**src/rtl/perm_seq_player_pkg.sv**
```systemverilog
// Purpose: shared constants, FSM state type and nibble-select helper for perm_seq_player.
// Latency: n/a (declarations and a combinational helper only).
// Backpressure: n/a.
package perm_seq_player_pkg;

    localparam int PERM_N    = 16;
    localparam int PERM_W    = 4;
    localparam int PERM_BITS = PERM_N * PERM_W;

    typedef enum logic {
        ST_IDLE = 1'b0,
        ST_PLAY = 1'b1
    } state_t;

    // Element 0 lives in the top nibble, so element idx sits (15-idx) nibbles
    // above bit 0. ~idx is exactly 15-idx for a 4-bit index, and {.., 2'b00}
    // multiplies it by the 4-bit nibble width.
    function automatic logic [PERM_W-1:0] nibble_sel(
        input logic [PERM_BITS-1:0] v,
        input logic [PERM_W-1:0]    idx
    );
        logic [PERM_BITS-1:0] sh;
        sh = v >> {~idx, 2'b00};
        return sh[PERM_W-1:0];
    endfunction

endpackage

```
**src/rtl/perm_seq_player_check.sv**
```systemverilog
// Purpose: flags whether a packed 16x4-bit word holds every value 0..15 exactly once.
// Latency: purely combinational.
// Backpressure: none.
// Ports: seq - packed candidate permutation; is_perm - 1 when all 16 values are present.
module perm_check
    import perm_seq_player_pkg::*;
(
    input  logic [PERM_BITS-1:0] seq,
    output logic                 is_perm
);

    logic [PERM_N-1:0] seen;

    // With 16 nibbles and 16 possible values, "all values seen" also
    // rules out duplicates, so a full mask is a complete check.
    always_comb begin
        seen = '0;
        for (int k = 0; k < PERM_N; k++) begin
            seen = seen | (PERM_N'(1) << seq[k*PERM_W +: PERM_W]);
        end
    end

    assign is_perm = &seen;

endmodule

```
**src/rtl/perm_seq_player.sv**
```systemverilog
// Purpose: capture a packed 0..15 permutation, verify it, and stream it out one nibble per transfer.
// Latency: load in cycle N -> element 0 valid in N+1; done pulses the cycle after element 15 is taken.
// Backpressure: out_ready low stalls the current element (data/last held); GAP forces idle cycles between transfers.
// Ports: clk, rst (sync, active-high); seq_all/load capture request; out_valid/out_ready/out_data/out_last
//        element stream; busy while playing; done one-cycle pulse; perm_err sticky bad-capture flag.
module perm_seq_player
    import perm_seq_player_pkg::*;
#(
    parameter int GAP = 0
) (
    input  logic                 clk,
    input  logic                 rst,
    input  logic [PERM_BITS-1:0] seq_all,
    input  logic                 load,
    input  logic                 out_ready,
    output logic                 out_valid,
    output logic [PERM_W-1:0]    out_data,
    output logic                 out_last,
    output logic                 busy,
    output logic                 done,
    output logic                 perm_err
);

    localparam int GAP_W = (GAP > 0) ? $clog2(GAP + 1) : 1;
    localparam logic [PERM_W-1:0] IDX_LAST = PERM_W'(PERM_N - 1);

    state_t               state_q;
    logic [PERM_BITS-1:0] buf_q;
    logic [PERM_W-1:0]    idx_q;
    logic [GAP_W-1:0]     gap_q;
    logic                 done_q;
    logic                 perm_err_q;
    logic                 seq_is_perm;
    logic                 xfer;

    perm_check u_check (
        .seq     (seq_all),
        .is_perm (seq_is_perm)
    );

    // Stream outputs depend only on registered state, never on out_ready or seq_all.
    assign out_valid = (state_q == ST_PLAY) && (gap_q == '0);
    assign out_data  = out_valid ? nibble_sel(buf_q, idx_q) : '0;
    assign out_last  = out_valid && (idx_q == IDX_LAST);
    assign busy      = (state_q == ST_PLAY);
    assign done      = done_q;
    assign perm_err  = perm_err_q;

    assign xfer = out_valid && out_ready;

    always_ff @(posedge clk) begin
        if (rst) begin
            state_q    <= ST_IDLE;
            buf_q      <= '0;
            idx_q      <= '0;
            gap_q      <= '0;
            done_q     <= 1'b0;
            perm_err_q <= 1'b0;
        end else begin
            done_q <= 1'b0;
            case (state_q)
                ST_IDLE: begin
                    if (load) begin
                        // Captured unconditionally; on a bad sequence the buffer
                        // is never played, so its contents do not matter.
                        buf_q <= seq_all;
                        if (seq_is_perm) begin
                            state_q    <= ST_PLAY;
                            idx_q      <= '0;
                            gap_q      <= '0;
                            perm_err_q <= 1'b0;
                        end else begin
                            perm_err_q <= 1'b1;
                        end
                    end
                end
                ST_PLAY: begin
                    // load is deliberately ignored here so the buffer stays stable.
                    if (xfer) begin
                        if (idx_q == IDX_LAST) begin
                            state_q <= ST_IDLE;
                            idx_q   <= '0;
                            done_q  <= 1'b1;
                        end else begin
                            idx_q <= idx_q + PERM_W'(1);
                            gap_q <= GAP_W'(GAP);
                        end
                    end else if (gap_q != '0) begin
                        gap_q <= gap_q - GAP_W'(1);
                    end
                end
                default: state_q <= ST_IDLE;
            endcase
        end
    end

endmodule

```
**config.mk**
```make
export PLATFORM = sky130hd
export DESIGN_NAME = perm_seq_player
export DESIGN_NICKNAME = d
export VERILOG_FILES = /design/src/rtl/perm_seq_player_pkg.sv /design/src/rtl/perm_seq_player_check.sv /design/src/rtl/perm_seq_player.sv
export SDC_FILE = /design/constraint.sdc
export NUM_CORES = 1
export LEC_CHECK = 0
export CAP_MARGIN = 10
export CORE_ASPECT_RATIO = 1.25
export CORE_MARGIN = 2
export CORE_UTILIZATION = 35
export DETAILED_ROUTE_END_ITERATION = 10
export GPL_ROUTABILITY_DRIVEN = 0
export SLEW_MARGIN = 15
export SYNTH_ARGS = -nofsm -noshare
export SYNTH_HDL_FRONTEND = slang
export SYNTH_SLANG_ARGS = --single-unit
```
**constraint.sdc**
```tcl
create_clock -name clk -period 2.75 [get_ports clk]
set_input_delay 0.55 -clock clk [delete_from_list [all_inputs] [get_ports clk]]
set_output_delay 0.55 -clock clk [all_outputs]
set_load 0.05 [all_outputs]
```
==> reports/qor.yml, run 1 <==
cts:
  clk_pin_slew_ns: 0.06
  clk_latency_ns: 0.34
  cts_root_buf: "clkbuf_16"
  cts_tree: "done"
  cts-buffers-inserted: 9
  clk_path_buf_depth: 2
  cts.sinks: 71
  htreeDepth: 3
floorplanning:
  die_area_sq_um: 17710
  pin_count: 77
  rows: 52
  core_sq_um: 16270
  fp.dieH_um: 148.3
  initial_core_util: 0.3584
  die_w_um: 119.4
sta:
  slew-limit-headroom: 0.5072
  finalCritPeriodShare: 1.021
  slew_viol_final: 0
  tightestPinTransition_ns: 0.7392
  rsz0062_at_grt: "true"
  fin_skew_ns: 0.006539
  hold_viol_final: 0
  fin_ws_ns: -0.05659
  final.min_clock_period_ns: 2.807
  setup_viol: 4
  fmax_ghz: 0.3563
  holdWs_ns: 0.4502
synthesis:
  synth_area_sq_um: 5829
  yosysSeqAreaShare: 0.2438
  synth_area_leader_cell: "dfxtp_1"
  synthArstFlopShare: 0
  yosysTopAreaCellShare: 0.2438
  synthTopCellsByArea: "dfxtp_1 (24%), nand2_1 (9.8%), mux4_2 (7.7%), a21oi_1 (6.5%), nor4bb_1 (4.3%)"
  ys_seq_elements: 71
  synth_cell_types: 61
  synth-main-ff-cell: "dfxtp_1"
  synth_warnings: 0
  synth_nets: 840
  syn_avg_cell_area_sq_um: 7.561
  synthCells: 771
  synth_edf_count: 0
detailed_routing:
  wl_per_cell_um: 22.60
  via_per_inst: 6.144
  num_vias: 7772
  drt_wl_total_um: 28590
  drt-initial-drc-count: 1148
  drc: 0
  drtAntennaViolNets: 0
  firstDrtPassIters: 11
min_path:
  hold_class: "reg -> reg"
status:
  violations: "negative setup slack"
  status: "finished, violations left"
worst_setup_path:
  crit_path_start_kind: "flop"
  critPathKind: "reg -> out"
  cpPeakStageDelay_ns: 0.56
  cp-end-kind: "output pin"
  worstPathCellList: "buf_12, mux4_2, mux4_2, and2_4, buf_8"
  critPathMaxFanout: 8
  r2r_slack_ns: 0.68
  required_ns: 2.20
  critical-path-slowest-cell: "mux4_2"
  cp_common_cell: "mux4_2"
  arrival_ns: 2.26
global_route:
  antenna_found_initial: 0
  grt_overflow: 0
  grt_start_max_net_pins: 72
  grtUsageTotal: 0.3069
  grt_pass1_wl_um: 41260
  grt_pass1_vias: 7061
placement:
  dp_worst_setup_slack_ns: -0.6863
  hpwl_um: 20310
  port_buffers: 76
power:
  ir_drop_mv: 0.2141
  power_density_nw_per_um2: 360.6
  p_leak_nw: 4.202
final_layout:
  fin_nets: 1113
  layout_commonest_cell: "buf_4"
  fill_cells: 1493
  drive_gt1_frac: 0.3785
  antennaDiodeCount: 0
  syn_to_final_growth_pct: 63.55
  final_cell_mix: "buf_4 (226), nand2_1 (151), a21oi_1 (75)"
run:
  drv_cap: 0
[cell type report]
cell class,instances,area (sq um),share of cell area
clock buffers,10,229.0,0.02402
clock inverters,6,70.07,0.007349
inverters,15,56.30,0.005906
multi-input cells,601,4427,0.4643
flip-flops and latches,71,1425,0.1495
well taps,216,270.3,0.02835
repair buffers,346,3057,0.3206
[through the flow]
step | std cells | setup TNS, ns | instance area, sq um | power (mW) | utilization
5_1_grt | 1265 | -0.4059 | 9534 | 3.546 | 0.5862
4_1_cts | 1227 | -0.2255 | 8682 | 3.276 | 0.5338
2_1_floorplan | 771 | 0 | 5829 | 1.571 | -
3_5_place_dp | 1199 | -3.787 | 8145 | 2.083 | 0.5008
3_3_place_gp | 1199 | -4.051 | 8145 | 2.080 | 0.5008
6_report | 1265 | -0.1868 | 9534 | 3.438 | 0.5862
[routing by layer]
metal	up-vias	wire length, um	global-route usage
met4	0	2502	0.2300
li1	3451	-	-
met3	196	3094	0.07669
met2	593	12560	0.4693
met5	-	0	0
met1	3532	10430	0.3719
[critical path: cells and delay by family (launching register included)]
kind,cells,cell delay [ns]
multiplexers,2,1.05
AND/OR/NAND/NOR,1,0.18
flip-flops,1,0.39
buffers and inverters,2,0.30
[cells by family after synthesis]
kind of cell    count (synthesis)  synth area share
compound gates                168            0.1908
fa+ha+maj                       1          0.002146
buf+inv                       100           0.08542
flops                          71            0.2438
mux                            21           0.07899
simple gates                  410            0.3988
[timing repair]
item                                    in CTS  in global routing
gates cloned                                 2                  7
endpoints found under the setup margin      10                 10
resized for setup                           52                156
pin swaps                                    8                 26
hold buffers                                 0                  0
buffers inserted                            10                 31
[path summary, 6_finish.rpt]
check                                       startpoint                     end  depth (start not counted)
worst min register to register  buf_q[57]$_SDFFE_PP0P_  buf_q[57]$_SDFFE_PP0P_                          2
worst max-delay path             idx_q[0]$_SDFFE_PP0P_             out_data[2]                          5
worst min-delay path            buf_q[57]$_SDFFE_PP0P_  buf_q[57]$_SDFFE_PP0P_                          2
worst max register to register         busy$_SDFF_PP0_   idx_q[1]$_SDFFE_PP0P_                          8
[cell usage after synthesis (all sizes together) (3+ instances only)]
master	number
nand2b	16
buf	58
o221ai	3
nor2	32
clkbuf	27
inv	15
and4b	3
a2111oi	11
a31oi	15
nor4bb	25
nand3b	6
nor4	19
o32ai	5
a22oi	10
dfxtp	71
a32oi	16
o21ai	8
nand2	152
mux4	20
nand3	24
nor3	12
o2111ai	6
nor4b	26
a21oi	76
or4	4
and2	8
nor3b	3
nor2b	32
and3	3
nand4b	14
nand4	27
[where the power goes]
| part | total, mW | internal [mW] | leakage [nW] | switching [mW] |
|---|---|---|---|---|
| Sequential | 1.11 | 1.08 | 0.585 | 0.0246 |
| Clock | 1.17 | 0.706 | 0.135 | 0.459 |
| Combinational | 1.17 | 0.554 | 3.48 | 0.613 |
[registers in the layout, summed over array words and instances (netlist names)]
signal	count
idx_q	4
done	1
perm_err	1
busy	1
buf_q	64
(Power assumes the default switching activity.)
==> inputs of run 2 (changes only) <==
Settings changed: TNS_END_PERCENT set to 1.
==> reports/qor.yml, run 2 (synthesis results as in run 1) <==
status:
  status: "finished, violations left"
  violations: "design-rule violations, negative setup slack"
floorplanning:
  rows: 52
  fp.dieH_um: 148.3
  die_area_sq_um: 17710
  pin_count: 77
  die_w_um: 119.4
  core_sq_um: 16270
  initial_core_util: 0.3584
detailed_routing:
  wl_per_cell_um: 22.28
  drt-initial-drc-count: 1249
  drtAntennaViolNets: 0
  drt_wl_total_um: 27740
  via_per_inst: 6.148
  num_vias: 7654
  drc: 35
  firstDrtPassIters: 11
final_layout:
  syn_to_final_growth_pct: 59.76
  largest_reg_flops: 64
  final-seq-area_sq_um: 1425
  fill_cells: 1535
  final_cell_mix: "buf_4 (211), nand2_1 (151), a21oi_1 (75)"
  final_core_util: 0.5725
  antennaDiodeCount: 0
  multi_input_area_sq_um: 4357
  layout_commonest_cell: "buf_4"
  drive_gt1_frac: 0.3489
  fin_cells: 1245
  fin_nets: 1093
  largest-register: "buf_q"
  largestRegisters: "buf_q (64), idx_q (4)"
sta:
  slew-limit-headroom: 0.4403
  final.min_clock_period_ns: 2.801
  slew_viol_final: 0
  finalCritPeriodShare: 1.019
  setup_viol: 7
  hold_viol_final: 0
  rsz0062_at_grt: "true"
  fin_skew_ns: 0.007716
  tightestPinTransition_ns: 0.8184
  fmax_ghz: 0.3570
  fin_ws_ns: -0.05139
global_route:
  grt_overflow: 0
  grtUsageTotal: 0.3000
  grt_start_max_net_pins: 72
  grt_pass1_vias: 6990
  antenna_found_initial: 0
  grt_pass1_wl_um: 40410
placement:
  hpwl_um: 20310
  placedCellCount: 1199
  port_buffers: 76
worst_setup_path:
  rr_worst_depth: 7
  crit_path_start_kind: "input pin"
  critPathMaxFanout: 8
  critPathKind: "in -> reg"
  arrival_ns: 2.98
  required_ns: 2.93
  cp-end-kind: "flop"
cts:
  clk_pin_slew_ns: 0.06
  htreeDepth: 3
  clk_path_buf_depth: 2
  cts_tree: "done"
  cts_root_buf: "clkbuf_16"
  clk_latency_ns: 0.34
  cts-buffers-inserted: 9
  cts.sinks: 71
power:
  ir_drop_mv: 0.2138
  p_leak_nw: 4.019
  power_density_nw_per_um2: 362.7
min_path:
  hold_class: "reg -> reg"
  holdPathStages: 2
run:
  drv_cap: 0
[run 2: cell types whose count changed in the layout (fill, tap and decap cells not counted), sizes merged]
cell	before	now
clkdlybuf4s50	12	23
clkbuf	17	11
nor3	13	12
clkdlybuf4s15	1	0
dlygate4sd2	6	12
dlymetal6s2s	44	34
buf	276	257
[run 2: final timing paths]
kind | from | end | slack [ns]
setup / recovery | seq_all[6] | idx_q[1]$_SDFFE_PP0P_ | -0.05
hold / removal | buf_q[57]$_SDFFE_PP0P_ | buf_q[57]$_SDFFE_PP0P_ | 0.45
setup reg to reg | busy$_SDFF_PP0_ | idx_q[1]$_SDFFE_PP0P_ | 0.64
hold reg to reg | buf_q[57]$_SDFFE_PP0P_ | buf_q[57]$_SDFFE_PP0P_ | 0.45
[run 2: layer usage]
layer,track usage,vias up,part of all wire
met1,0.3662,3492,0.37
li1,-,3407,-
met5,0,-,0
met3,0.07132,193,0.099
met2,0.4635,562,0.44
met4,0.2147,0,0.089
[run 2: area by class of cell]
class | instances | share of cell area
tap | 216 | 0.02902
clock buffer | 10 | 0.02459
timing repair buffer | 327 | 0.3120
inverter | 15 | 0.006046
multi-input combinational | 600 | 0.4678
sequential | 71 | 0.1530
clock inverter | 6 | 0.007524
[run 2: report_power, final]
| part | switching, mW | internal, mW |
|---|---|---|
| Clock | 0.452 | 0.706 |
| Combinational | 0.581 | 0.534 |
| Sequential | 0.0244 | 1.08 |
[run 2: what timing repair did]
action                     in CTS  in global routing
setup endpoints to repair      10                 10
pin swaps                       4                 22
hold buffers                    0                  0
hold endpoints to repair        0                  0
gates cloned                    1                  4
setup buffers                   3                 22
resized for setup              41                126
[run 2: through the flow]
step	setup slack, ns	hold slack (ns)	cell area (sq um)	setup TNS [ns]	power [mW]
final	-0.05139	0.4506	9313	-0.2613	3.378
after global routing	-0.1631	0.4641	9313	-0.9881	3.500
after CTS	-0.06558	0.4531	8578	-0.2675	3.247
after detailed placement	-0.6863	0.4453	8145	-3.787	2.083
after global placement	-0.7258	0.4405	8145	-4.051	2.080
after floorplan	0.1292	0.4331	5829	0	1.571
[run 2: worst max-delay path: stages]
cell and delay (ns):
clkdlybuf4s50_1 0.48, buf_4 0.19, and4b_1 0.20, a31oi_1 0.21, buf_4 0.16, nand2_1 0.04
nor4_1 0.26, buf_4 0.17, a22oi_1 0.07, nor2_2 0.25, nor3_4 0.10, o211ai_1 0.20
a21oi_1 0.10
